[config.mk]
export PLATFORM = sky130hd
export DESIGN_NAME = rotater
export DESIGN_NICKNAME = d
export VERILOG_FILES = /design/src/rtl/pdp8_defs.sv /design/src/rtl/ck_edge.sv /design/src/rtl/rotater.sv
export SDC_FILE = /design/constraint.sdc
export NUM_CORES = 1
export LEC_CHECK = 0
export CAP_MARGIN = 40
export CORE_MARGIN = 2
export CORE_UTILIZATION = 50
export DETAILED_ROUTE_END_ITERATION = 12
export GPL_TIMING_DRIVEN = 0
export PLACE_DENSITY_LB_ADDON = 0.15
export SYNTH_ARGS = -nofsm -noshare
export SYNTH_HDL_FRONTEND = slang
export SYNTH_HIERARCHICAL = 1
export SYNTH_SLANG_ARGS = --single-unit
[constraint.sdc]
create_clock -name clk -period 1.8 [get_ports clk]
set_clock_uncertainty 0.05 [all_clocks]
set_input_delay 0.36 -clock clk [delete_from_list [all_inputs] [get_ports clk]]
set_output_delay 0.36 -clock clk [all_outputs]
set_load 0.005 [all_outputs]
[src/rtl/pdp8_defs.sv]
// rtl/pdp8_defs.sv - shared PDP-8 operate-group encodings and op decode
package pdp8_defs;

  localparam int DEF_AC_WIDTH = 12;

  localparam logic [2:0] OP_NONE = 3'd0;
  localparam logic [2:0] OP_RAL  = 3'd1;
  localparam logic [2:0] OP_RAR  = 3'd2;
  localparam logic [2:0] OP_RTL  = 3'd3;
  localparam logic [2:0] OP_RTR  = 3'd4;
  localparam logic [2:0] OP_BSW  = 3'd5;

  localparam logic [1:0] ST_IDLE  = 2'd0;
  localparam logic [1:0] ST_EXEC1 = 2'd1;
  localparam logic [1:0] ST_EXEC2 = 2'd2;

  // Conflicting rotate requests (ral & rar) fall through to a plain pass-through.
  function automatic logic [2:0] decode_op(input logic ral, input logic rar, input logic twice);
    logic [2:0] op;
    op = OP_NONE;
    if (ral && !rar)
      op = twice ? OP_RTL : OP_RAL;
    else if (rar && !ral)
      op = twice ? OP_RTR : OP_RAR;
    else if (!ral && !rar && twice)
      op = OP_BSW;
    return op;
  endfunction

endpackage

[src/rtl/ck_edge.sv]
// rtl/ck_edge.sv - registered rising-edge detector for the shared ck strobe
module ck_edge (
  input  logic clk,
  input  logic reset,
  input  logic ck,
  output logic rise
);

  logic ck_q;

  always_ff @(posedge clk or negedge reset) begin
    if (!reset) ck_q <= 1'b0;
    else        ck_q <= ck;
  end

  assign rise = ck & ~ck_q;

endmodule

[src/rtl/rotater.sv]
// rtl/rotater.sv - PDP-8 rotate/byte-swap stage between Link and AC stages
module rotater
  import pdp8_defs::*;
#(
  parameter int AC_WIDTH = DEF_AC_WIDTH
) (
  input  logic                clk,
  input  logic                reset,
  input  logic                ck,
  input  logic                L_IN,
  input  logic [AC_WIDTH-1:0] AC_IN,
  input  logic                ral,
  input  logic                rar,
  input  logic                twice,
  output logic                L_OUT,
  output logic [AC_WIDTH-1:0] AC_OUT,
  output logic                FORCE,
  output logic                BUSY,
  output logic                DONE,
  output logic                OVERRUN
);

  localparam int HALF = AC_WIDTH / 2;

  logic                rise;
  logic [AC_WIDTH:0]   s_q, s_d;
  logic [1:0]          state_q, state_d;
  logic [2:0]          op_q, op_d;
  logic                busy_q, busy_d;
  logic                done_q, done_d;
  logic                force_q, force_d;
  logic                overrun_q, overrun_d;

  ck_edge u_ck_edge (
    .clk   (clk),
    .reset (reset),
    .ck    (ck),
    .rise  (rise)
  );

  // S is {L, AC}; one rotate moves every bit of the 13-bit ring by one place.
  function automatic logic [AC_WIDTH:0] step_fn(input logic [AC_WIDTH:0] s, input logic [2:0] op);
    logic [AC_WIDTH:0] r;
    r = s;
    case (op)
      OP_RAL, OP_RTL: r = {s[AC_WIDTH-1:0], s[AC_WIDTH]};
      OP_RAR, OP_RTR: r = {s[0], s[AC_WIDTH], s[AC_WIDTH-1:1]};
      OP_BSW:         r = {s[AC_WIDTH], s[HALF-1:0], s[AC_WIDTH-1:HALF]};
      default:        r = s;
    endcase
    return r;
  endfunction

  always_comb begin
    s_d       = s_q;
    state_d   = state_q;
    op_d      = op_q;
    busy_d    = busy_q;
    done_d    = 1'b0;
    force_d   = 1'b0;
    overrun_d = rise & busy_q;
    case (state_q)
      ST_IDLE: begin
        if (rise) begin
          s_d     = {L_IN, AC_IN};
          op_d    = decode_op(ral, rar, twice);
          busy_d  = 1'b1;
          state_d = ST_EXEC1;
        end
      end
      ST_EXEC1: begin
        s_d = step_fn(s_q, op_q);
        if (op_q == OP_RTL || op_q == OP_RTR) begin
          state_d = ST_EXEC2;
        end else begin
          busy_d  = 1'b0;
          done_d  = 1'b1;
          force_d = 1'b1;
          state_d = ST_IDLE;
        end
      end
      ST_EXEC2: begin
        s_d     = step_fn(s_q, op_q);
        busy_d  = 1'b0;
        done_d  = 1'b1;
        force_d = 1'b1;
        state_d = ST_IDLE;
      end
      default: begin
        busy_d  = 1'b0;
        state_d = ST_IDLE;
      end
    endcase
  end

  always_ff @(posedge clk or negedge reset) begin
    if (!reset) begin
      s_q       <= '0;
      state_q   <= ST_IDLE;
      op_q      <= OP_NONE;
      busy_q    <= 1'b0;
      done_q    <= 1'b0;
      force_q   <= 1'b0;
      overrun_q <= 1'b0;
    end else begin
      s_q       <= s_d;
      state_q   <= state_d;
      op_q      <= op_d;
      busy_q    <= busy_d;
      done_q    <= done_d;
      force_q   <= force_d;
      overrun_q <= overrun_d;
    end
  end

  assign L_OUT   = s_q[AC_WIDTH];
  assign AC_OUT  = s_q[AC_WIDTH-1:0];
  assign BUSY    = busy_q;
  assign DONE    = done_q;
  assign FORCE   = force_q;
  assign OVERRUN = overrun_q;

endmodule
==> results of run 1 <==
[placed cells by master, fill, tap and decap left out, types with 3 or more instances in the layout]
| cell | count |
|---|---|
| clkdlybuf4s50_1 | 35 |
| dfrtp_1 | 21 |
| nand2_1 | 18 |
| a21oi_1 | 16 |
| nor2b_1 | 15 |
| a31oi_1 | 14 |
| nor2_1 | 13 |
| nand2b_1 | 13 |
| o2111ai_1 | 11 |
| o21ai_0 | 9 |
| buf_4 | 7 |
| o21ai_1 | 7 |
| ha_1 | 5 |
| inv_1 | 4 |
| buf_6 | 4 |
| o21a_1 | 4 |
| buf_2 | 4 |
| clkbuf_4 | 4 |
| nor2_2 | 3 |
[synth_stat cells, types with 2 or more instances]
master	instances
o21ai_1	7
a31oi_1	14
inv_1	4
o21a_1	4
nor2b_1	15
a21oi_1	16
ha_1	5
buf_6	4
buf_4	2
o21ai_0	9
nor2_1	13
o2111ai_1	11
nor3b_1	2
nor2_2	3
buf_2	7
dfrtp_1	22
and2_1	2
nand2_1	18
nand2b_1	13
[cell families (layout without fill, tap and decap cells)]
kind of cell	count (synthesis)	in the layout
AOI/OAI and AO/OA	69	69
adders and majority gates	5	5
buffers and inverters	19	60
DFF	22	22
and+or+nand+nor	72	72
[registers in the layout, summed over array words and instances (netlist names)]
signal,flops
OVERRUN,1
u_ck_edge/ck_q,1
BUSY,1
op_q,3
state_q,2
FORCE,1
s_q,13
[cell type report]
| cell class | count | area (sq um) | share of cell area (%) |
|---|---|---|---|
| Tap cell | 44 | 55.1 | 2.65 |
| Clock buffer | 3 | 22.5 | 1.08 |
| Multi-Input combinational cell | 146 | 928 | 44.7 |
| Timing Repair Buffer | 38 | 380 | 18.3 |
| Sequential cell | 22 | 552 | 26.6 |
| Buffer | 15 | 125 | 6.02 |
| Inverter | 4 | 15.0 | 0.722 |
[power by group through the flow]
stage	clock network, uW	registers [uW]	logic (uW)
finish	239	1050	2900
global route	260	1070	3210
CTS	238	1050	2820
detailed placement	0	1060	2760
global placement	0	1040	2680
floorplan	0	981	1900
[repair_timing]
item | CTS | global route
buffers inserted | 0 | 2
pin swaps | 0 | 0
endpoints found under the setup margin | 13 | 14
resized for setup | 4 | 4
[worst max path at each step]
stage	cells after the start	from	slack, ns	endpoint
final	1	s_q[0]	0.05	AC_OUT[0]
after global routing	7	state_q[1]	-0.009	s_q[12]
after CTS	6	state_q[0]	0.02	s_q[6]
after detailed placement	7	ck	-0.29	s_q[6]
after global placement	7	ck	-0.25	s_q[6]
after floorplan	7	state_q[0]	0.19	s_q[12]
[metrics by stage]
stage	cell area [sq um]	utilization (%)	TNS, ns	hold WS [ns]
2_1_floorplan	1600	-	0	0.0144
3_3_place_gp	2010	65.7	-2.71	0.468
6_report	2080	68.1	0	0.295
5_1_grt	2080	68.1	-0.0160	0.314
4_1_cts	2050	67.2	0	0.314
3_5_place_dp	2020	66.2	-3.31	0.467
[per-layer routing]
layer,up-vias,track usage [%],share of wire (%)
met4,0,5.59,0.70
met2,48,44.9,52
met3,4,2.56,5.8
met5,-,0,0
met1,761,34.0,42
li1,752,-,-
==> run_results.csv, run 1 <==
group,metric,value,unit
floorplanning,fp.dieW,60.6,microns
synthesis,synthMuxAreaShare,0,%
worst_setup_path,cp_slowest_stage_delay,0.55,ns
worst_setup_path,crit_chain,"clkdlybuf4s50_1",
worst_setup_path,critPathMaxFanout,6,
synthesis,yosys.area.top_type,"dfrtp_1",
synthesis,synth_area,1600,sq um
final_layout,nFillCells,271,
pwr,p_sw_share,46.3,%
floorplanning,fp.dieH,60.6,microns
final_layout,drive_above_1_share,14.9,%
placed_design,dp_hpwl,3210,microns
floorplanning,dieArea,3670,sq um
route,drt_iter0_drc,51,
placed_design,dp_slack,-0.289,ns
synthesis,ys_seq_elements,22,
clocking,insertion_delay,0.32,ns
route,drc,0,
flow_run,drv_cap,0,
sta,worstMarginPinSlew,0.466,ns
placed_design,portBuffers,35,
global_route,grt_pass1_wl,7060,microns
sta,finalHoldViolCount,0,
worst_setup_path,reg2reg_to,"s_q[12]",
worst_setup_path,cp.arrival,1.34,ns
clocking,clockBufferDepth,2,
pwr,power_switching,1940,uW
final_layout,nNetsFinal,254,
clocking,htreeDepth,1,
route,vias,1565,
synthesis,ys_types,35,
clocking,cts_tree,"done",
floorplanning,core_area,3050,sq um
worst_setup_path,crit_type,"reg2out",
synthesis,synth_compound_area_share,28.8,%
worst_hold_path,hold_path.class,"in2async",
sta,timing.final.crit_share,97.4,%
final_layout,areaGrowthSynthToFinish,29.9,%
worst_setup_path,reg2reg_depth,7,
synthesis,avgSynthCellArea,8.56,sq um
worst_setup_path,critPathBufInv,1,
route,wl,4420,microns
worst_setup_path,required,1.39,ns
clocking,hold_buffers,0,
global_route,antenna_found_initial,0,
route,dr.pass1.iters,4,
route,via_per_inst,5.75,
final_layout,final_cells,272,
synthesis,async_flop_share,100,%
synthesis,synth_fa_ha_area_share,3.91,%
placed_design,place_inst,267,
global_route,grt_max_degree,15,
synthesis,synth.top_cell.area_share,34.4,%
global_route,grt_remaining_overflow,0,
floorplanning,core.rowCount,20,
pwr,p_leak,0.000820,uW
sta,max_freq,570,MHz
worst_setup_path,r2r_setup_slack,0.14,ns
pwr,comb_power_share,69.3,%
clocking,cts_sinks,22,
floorplanning,ios,36,
clocking,cts_root_buf,"clkbuf_4",
sta,fin_ws,0.0465,ns
synthesis,synth-main-ff-cell,"dfrtp_1",
pwr,seqPwrFrac,25.0,%
pwr,p_total,4190,uW
synthesis,synthCells,187,
synthesis,synthXorXnorAreaFrac,0,%
floorplanning,start_util,52.4,%
worst_setup_path,slowest_stage,"clkdlybuf4s50_1",
status,outcome,"complete, no violations",
synthesis,synth_area_leaders,"dfrtp_1, o2111ai_1, nor2b_1",
sta,max-slew-margin-rel,68.9,%
global_route,grt_pass1_vias,1525,
sta,fin_crit,1.75,ns
synthesis,ys_seq_area_share,34.4,%
sta,drv_slew,0,
sta,setup_viol,0,
route,ant_nets,0,
pwr,p_clk_share,5.7,%
synthesis,synth-edff-count,0,
pwr,power_density,2020,nW/um^2
clocking,cts_buffers,3,
synthesis,synthSimpleGateAreaFrac,24.9,%
worst_setup_path,r2r-start,"state_q[1]",
global_route,grtUsageTotal,25.5,%
pwr,internal_power,2250,uW
synthesis,synth_nets,211,
final_layout,diodes,0,
worst_setup_path,crit_family,"buffers and inverters",
placed_design,globalplace.congestion,0.914,
route,wl_per_cell,16.2,microns
worst_setup_path,crit_path_end_kind,"output port",
clocking,clk_pin_slew,0.13,ns
synthesis,yosysWarnings,6,
worst_setup_path,start_kind,"register",
pwr,irDropWorstVdd,1.01,mV
synthesis,synth_top_family_by_area,"compound AO/OA/AOI/OAI gates",
No activity file was read; power rests on OpenSTA's default activity.
==> inputs of run 2 (changes only) <==
--- a/config.mk
+++ b/config.mk
@@ -11,6 +11,7 @@
 export DETAILED_ROUTE_END_ITERATION = 12
 export GPL_TIMING_DRIVEN = 0
 export PLACE_DENSITY_LB_ADDON = 0.15
+export SKIP_LAST_GASP = 1
 export SYNTH_ARGS = -nofsm -noshare
 export SYNTH_HDL_FRONTEND = slang
 export SYNTH_HIERARCHICAL = 1
==> run 2 against run 1 <==
Effect of this change:
- global-route usage about the same
- highest routed layer unchanged
- clock-buffer cell count unchanged
- largest power group unchanged
- sequential share of layout area up 0.096 points
- sequential cell count unchanged
==> run_results.csv, run 2 (synthesized netlist as in run 1, its figures left out) <==
group,metric,value,unit
sta,fin_crit,1.75,ns
global_route,antenna_found_initial,0,
sta,setup_viol,0,
worst_setup_path,reg2reg_to,"s_q[12]",
worst_setup_path,critPathBufInv,1,
sta,fin_ws,0.0514,ns
route,wl,4390,microns
clocking,cts_sinks,22,
final_layout,diodes,0,
pwr,internal_power,2240,uW
clocking,htreeDepth,1,
final_layout,areaGrowthSynthToFinish,29.4,%
global_route,grt_max_degree,15,
final_layout,regMostFlops,"s_q",
pwr,comb_power_share,69.1,%
clocking,cts_tree,"done",
worst_hold_path,hold_path.class,"in2async",
placed_design,dp_slack,-0.289,ns
status,outcome,"complete, no violations",
clocking,clockBufferDepth,2,
worst_setup_path,cp.arrival,1.34,ns
sta,drv_slew,0,
clocking,cts_root_buf,"clkbuf_4",
worst_setup_path,r2r-start,"state_q[1]",
final_layout,reg_top3,"s_q (13), op_q (3), state_q (2)",
sta,timing.final.crit_share,97.1,%
final_layout,mostFrequentLayoutCells,"clkdlybuf4s50_1, dfrtp_1, nand2_1, a21oi_1, nor2b_1",
global_route,grtUsageTotal,25.5,%
sta,finalHoldViolCount,0,
worst_setup_path,crit_path_end_kind,"output port",
floorplanning,core_area,3050,sq um
flow_run,drv_cap,0,
worst_setup_path,crit_family,"buffers and inverters",
pwr,p_leak,0.000815,uW
route,dr_wl_met3,265,microns
sta,max-slew-margin-rel,68.9,%
floorplanning,core.rowCount,20,
pwr,p_sw_share,46.3,%
clocking,cts_buffers,3,
floorplanning,fp.dieH,60.6,microns
route,highest_layer,"met4",
route,vias,1558,
final_layout,drive_above_1_share,14.5,%
floorplanning,ios,36,
pwr,seqPwrFrac,25.2,%
placed_design,globalplace.congestion,0.914,
clocking,hold_buffers,0,
final_layout,largest_reg_flops,13,
floorplanning,start_util,52.4,%
pwr,irDropWorstVdd,0.954,mV
route,dr.pass1.iters,4,
final_layout,nFillCells,272,
route,drt-met1-wl,1810,microns
worst_setup_path,r2r_setup_slack,0.10,ns
worst_setup_path,critPathMaxFanout,6,
route,wl_per_cell,16.2,microns
worst_setup_path,crit_chain,"clkdlybuf4s50_1",
final_layout,nNetsFinal,253,
pwr,power_switching,1930,uW
final_layout,final_common_cell,"clkdlybuf4s50_1",
route,ant_nets,0,
worst_setup_path,start_kind,"register",
sta,rsz0062_at_grt,"true",
sta,worstMarginPinSlew,0.465,ns
floorplanning,fp.dieW,60.6,microns
placed_design,dp_hpwl,3210,microns
sta,max_freq,572,MHz
worst_setup_path,crit_type,"reg2out",
placed_design,portBuffers,35,
global_route,grt_remaining_overflow,0,
worst_setup_path,reg2reg_depth,7,
floorplanning,dieArea,3670,sq um
worst_setup_path,slowest_stage,"clkdlybuf4s50_1",
route,drc,0,
route,via_per_inst,5.75,
pwr,power_density,2010,nW/um^2
worst_setup_path,required,1.39,ns
clocking,insertion_delay,0.31,ns
global_route,grt_pass1_wl,7040,microns
worst_setup_path,cp_slowest_stage_delay,0.55,ns
pwr,p_clk_share,5.7,%
route,met2_length,2270,microns
clocking,clk_pin_slew,0.13,ns
sta,tns,0,ns
global_route,grt_pass1_vias,1524,
route,drt_iter0_drc,54,
-- run 2: cell types whose count changed in the layout (fill, tap and decap cells not counted) --
cell | before | now
buf_4 | 7 | 6
-- run 2: per-stage QoR --
stage | cell area, sq um | utilization [%] | hold WS, ns | power (uW) | std cells
after CTS | 2050 | 67.1 | 0.314 | 4100 | 270
after floorplan | 1600 | - | 0.0144 | 2880 | 187
after detailed placement | 2020 | 66.2 | 0.467 | 3820 | 267
after global placement | 2010 | 65.7 | 0.468 | 3720 | 266
after global routing | 2070 | 67.8 | 0.314 | 4520 | 271
final | 2070 | 67.8 | 0.295 | 4170 | 271
-- run 2: worst max path at each step --
stage | from | to | slack (ns) | cells after the start
2_1_floorplan | state_q[0] | s_q[12] | 0.19 | 7
3_3_place_gp | ck | s_q[6] | -0.25 | 7
3_5_place_dp | ck | s_q[6] | -0.29 | 7
4_1_cts | state_q[0] | s_q[12] | -0.01 | 7
5_1_grt | state_q[1] | s_q[12] | -0.06 | 7
6_report | s_q[0] | AC_OUT[0] | 0.05 | 1
-- run 2: per-layer routing --
layer  vias up  global-route usage [%]
li1        751                       -
met1       752                    34.0
met2        51                    44.7
met3         4                    2.56
met4         0                    5.59
met5         -                       0
-- run 2: layout make-up --
cell class / instances / area (sq um) / area share (%)
repair buffers: 37 / 373 / 18.0
flip-flops and latches: 22 / 552 / 26.6
plain buffers: 15 / 125 / 6.04
clock buffers: 3 / 22.5 / 1.09
well taps: 44 / 55.1 / 2.66
inverters: 4 / 15.0 / 0.725
multi-input cells: 146 / 928 / 44.8
-- run 2: repair_timing --
action / CTS / global route
setup buffers: 0 / 1
gates resized for setup: 3 / 6
endpoints found under the setup margin: 13 / 14
-- run 2: power groups by stage --
stage          clock network, uW  logic [uW]  registers (uW)
2_1_floorplan                  0        1900             981
3_3_place_gp                   0        2680            1040
3_5_place_dp                   0        2760            1060
4_1_cts                      238        2810            1050
5_1_grt                      260        3190            1070
6_report                     237        2880            1050
==> inputs of run 3 (changes only) <==
--- a/config.mk
+++ b/config.mk
@@ -5,9 +5,10 @@
 export SDC_FILE = /design/constraint.sdc
 export NUM_CORES = 1
 export LEC_CHECK = 0
+export ABC_AREA = 1
 export CAP_MARGIN = 40
 export CORE_MARGIN = 2
-export CORE_UTILIZATION = 50
+export CORE_UTILIZATION = 49
 export DETAILED_ROUTE_END_ITERATION = 12
 export GPL_TIMING_DRIVEN = 0
 export PLACE_DENSITY_LB_ADDON = 0.15
==> run 3 against run 2 <==
Effect of this change:
- via count rose by 1.7%
- highest routed layer unchanged
- sequential power about the same
- core utilization down 1.5 points
- first-iteration DRC count rose by 3.7%
- largest power group unchanged
- clock-buffer cell count increased by 1
- routed wire length shrank 16%
- hold slack gained 0.0085 ns
- non-clock buffer count shrank 1
- final cell count grew 8.1%
==> run_results.csv, run 3 <==
group,metric,value,unit
floorplanning,dieArea,3560,sq um
final_layout,areaGrowthSynthToFinish,31.2,%
synthesis,synth_top_family_by_area,"simple AND/OR/NAND/NOR gates",
final_layout,mostFrequentLayoutCells,"nand3_1, nand2_1, clkdlybuf4s50_1, inv_1, dfrtp_1",
worst_setup_path,required,1.39,ns
floorplanning,start_util,50.5,%
final_layout,largest_reg_flops,13,
flow_run,drv_cap,0,
sta,timing.final.crit_share,96.8,%
synthesis,async_flop_share,100,%
clocking,cts_root_buf,"clkbuf_4",
synthesis,synth_area_leaders,"dfrtp_1, nand3_1, nand2_1",
route,via_per_inst,5.41,
worst_setup_path,path_depth,1,
route,drt_iter0_drc,56,
synthesis,synth_nets,242,
route,drc,0,
final_layout,nFillCells,284,
pwr,p_sw_share,47.8,%
final_layout,reg_top3,"s_q (13), op_q (3), state_q (2)",
clocking,cts_buffers,3,
synthesis,synthTopCellsByCount,"nand3_1, nand2_1, inv_1",
sta,max-slew-margin-rel,67.3,%
final_layout,nNetsFinal,285,
clocking,clockBufferDepth,2,
synthesis,ys_seq_elements,22,
pwr,power_switching,1890,uW
floorplanning,core_area,3000,sq um
synthesis,synth_compound_area_share,5.28,%
route,wl,3700,microns
sta,drv_slew,0,
worst_setup_path,crit_family,"buffers and inverters",
worst_setup_path,crit_type,"reg2out",
clocking,cts_sinks,22,
synthesis,synth_fa_ha_area_share,4.12,%
pwr,p_clk_share,7.2,%
pwr,internal_power,2060,uW
final_layout,final_common_cell,"nand3_1",
final_layout,drive_above_1_share,14.2,%
pwr,comb_power_share,66.3,%
floorplanning,fp.dieH,59.7,microns
global_route,grtUsageTotal,22.9,%
synthesis,synth.top_cell.area_share,36.3,%
worst_setup_path,start_kind,"register",
sta,fin_crit,1.74,ns
synthesis,yosysWarnings,6,
clocking,cts_tree,"done",
synthesis,synthSimpleGateAreaFrac,43.2,%
clocking,hold_buffers,0,
synthesis,synthXorXnorAreaFrac,0,%
global_route,grt_remaining_overflow,0,
pwr,irDropWorstVdd,0.843,mV
route,dr.pass1.iters,4,
sta,max_freq,574,MHz
clocking,clk_pin_slew,0.13,ns
worst_setup_path,cp.arrival,1.33,ns
synthesis,synth-main-ff-cell,"dfrtp_1",
placed_design,dp_hpwl,2660,microns
global_route,grt_pass1_vias,1332,
worst_hold_path,hold_path.class,"in2async",
synthesis,yosys.area.top_type,"dfrtp_1",
clocking,insertion_delay,0.32,ns
synthesis,avgSynthCellArea,6.96,sq um
global_route,grt_max_degree,14,
sta,setup_viol,0,
synthesis,ys_seq_area_share,36.3,%
final_layout,final_cells,293,
status,outcome,"complete, no violations",
final_layout,regMostFlops,"s_q",
worst_setup_path,slowest_stage,"clkdlybuf4s50_1",
global_route,grt_pass1_wl,6180,microns
sta,tns,0,ns
synthesis,synthMuxAreaShare,0,%
worst_setup_path,reg2reg_depth,7,
placed_design,globalplace.congestion,0.867,
worst_setup_path,crit_path_end_kind,"output port",
worst_setup_path,critPathMaxFanout,5,
sta,finalHoldViolCount,0,
final_layout,diodes,0,
worst_setup_path,critPathBufInv,1,
floorplanning,ios,36,
final_layout,fin_util,66.3,%
synthesis,ys_types,24,
synthesis,synthCells,218,
synthesis,synth_area,1520,sq um
global_route,antenna_found_initial,0,
sta,worstMarginPinSlew,0.489,ns
route,ant_nets,0,
floorplanning,core.rowCount,20,
floorplanning,fp.dieW,59.7,microns
placed_design,place_inst,287,
placed_design,portBuffers,35,
synthesis,yosysMostFrequentCell,"nand3_1",
pwr,seqPwrFrac,26.5,%
synthesis,synth-edff-count,0,
worst_setup_path,cp_slowest_stage_delay,0.54,ns
pwr,p_leak,0.00101,uW
route,vias,1585,
worst_setup_path,crit_chain,"clkdlybuf4s50_1",
pwr,power_density,1980,nW/um^2
clocking,htreeDepth,1,
route,wl_per_cell,12.6,microns
[run 3: routing by layer]
metal / vias up / GRT usage [%] / wire, microns
met5: - / 0 / 0
met2: 65 / 33.5 / 1620
met3: 5 / 2.81 / 252
li1: 801 / - / -
met4: 0 / 7.62 / 42
met1: 714 / 34.7 / 1780
[run 3: power by group through the flow]
| stage | Sequential, uW | Clock [uW] | Combinational, uW |
|---|---|---|---|
| global route | 1080 | 306 | 2980 |
| floorplan | 986 | 0 | 1730 |
| finish | 1050 | 284 | 2620 |
| global placement | 1050 | 0 | 2490 |
| detailed placement | 1040 | 0 | 2530 |
| CTS | 1030 | 288 | 2550 |
[run 3: stage by stage]
stage	hold slack [ns]	setup slack (ns)	area [sq um]	power, uW
floorplan	0.0144	0.189	1520	2710
global placement	0.426	-0.260	1910	3540
detailed placement	0.435	-0.265	1920	3570
CTS	0.323	0.0180	1960	3870
global route	0.340	-0.0147	1990	4370
finish	0.303	0.0580	1990	3950
[run 3: path summary, 6_finish.rpt]
path                           startpoint              to  slack [ns]
hold reg to reg            u_ck_edge/ck_q         OVERRUN        0.46
setup reg to reg               state_q[0]         s_q[10]        0.08
setup / recovery                   s_q[5]       AC_OUT[5]        0.06
min in group clk                       ck  u_ck_edge/ck_q        0.44
hold / removal                      reset           FORCE        0.30
max in group asynchronous           reset          s_q[5]        0.94
[run 3: timing repair]
item                       CTS  global route
buffers inserted             0             2
setup endpoints to repair   12            13
cloned                       0             0
gates resized for setup      2             8
[run 3: logic make-up (layout without fill, tap and decap cells)]
kind of cell	after synthesis	in the layout
buffers and inverters	39	81
adders and majority gates	5	5
AOI/OAI and AO/OA	14	14
DFF	22	22
and+or+nand+nor	138	138
[run 3: area by class of cell]
class                      count  area (sq um)  share of cell area, %
sequential                    22           551                   27.6
inverter                      26          97.6                   4.90
tap                           33          41.3                   2.07
clock buffer                   4          36.3                   1.82
timing repair buffer          38           380                   19.1
buffer                        13          78.8                   3.96
multi-input combinational    157           807                   40.5
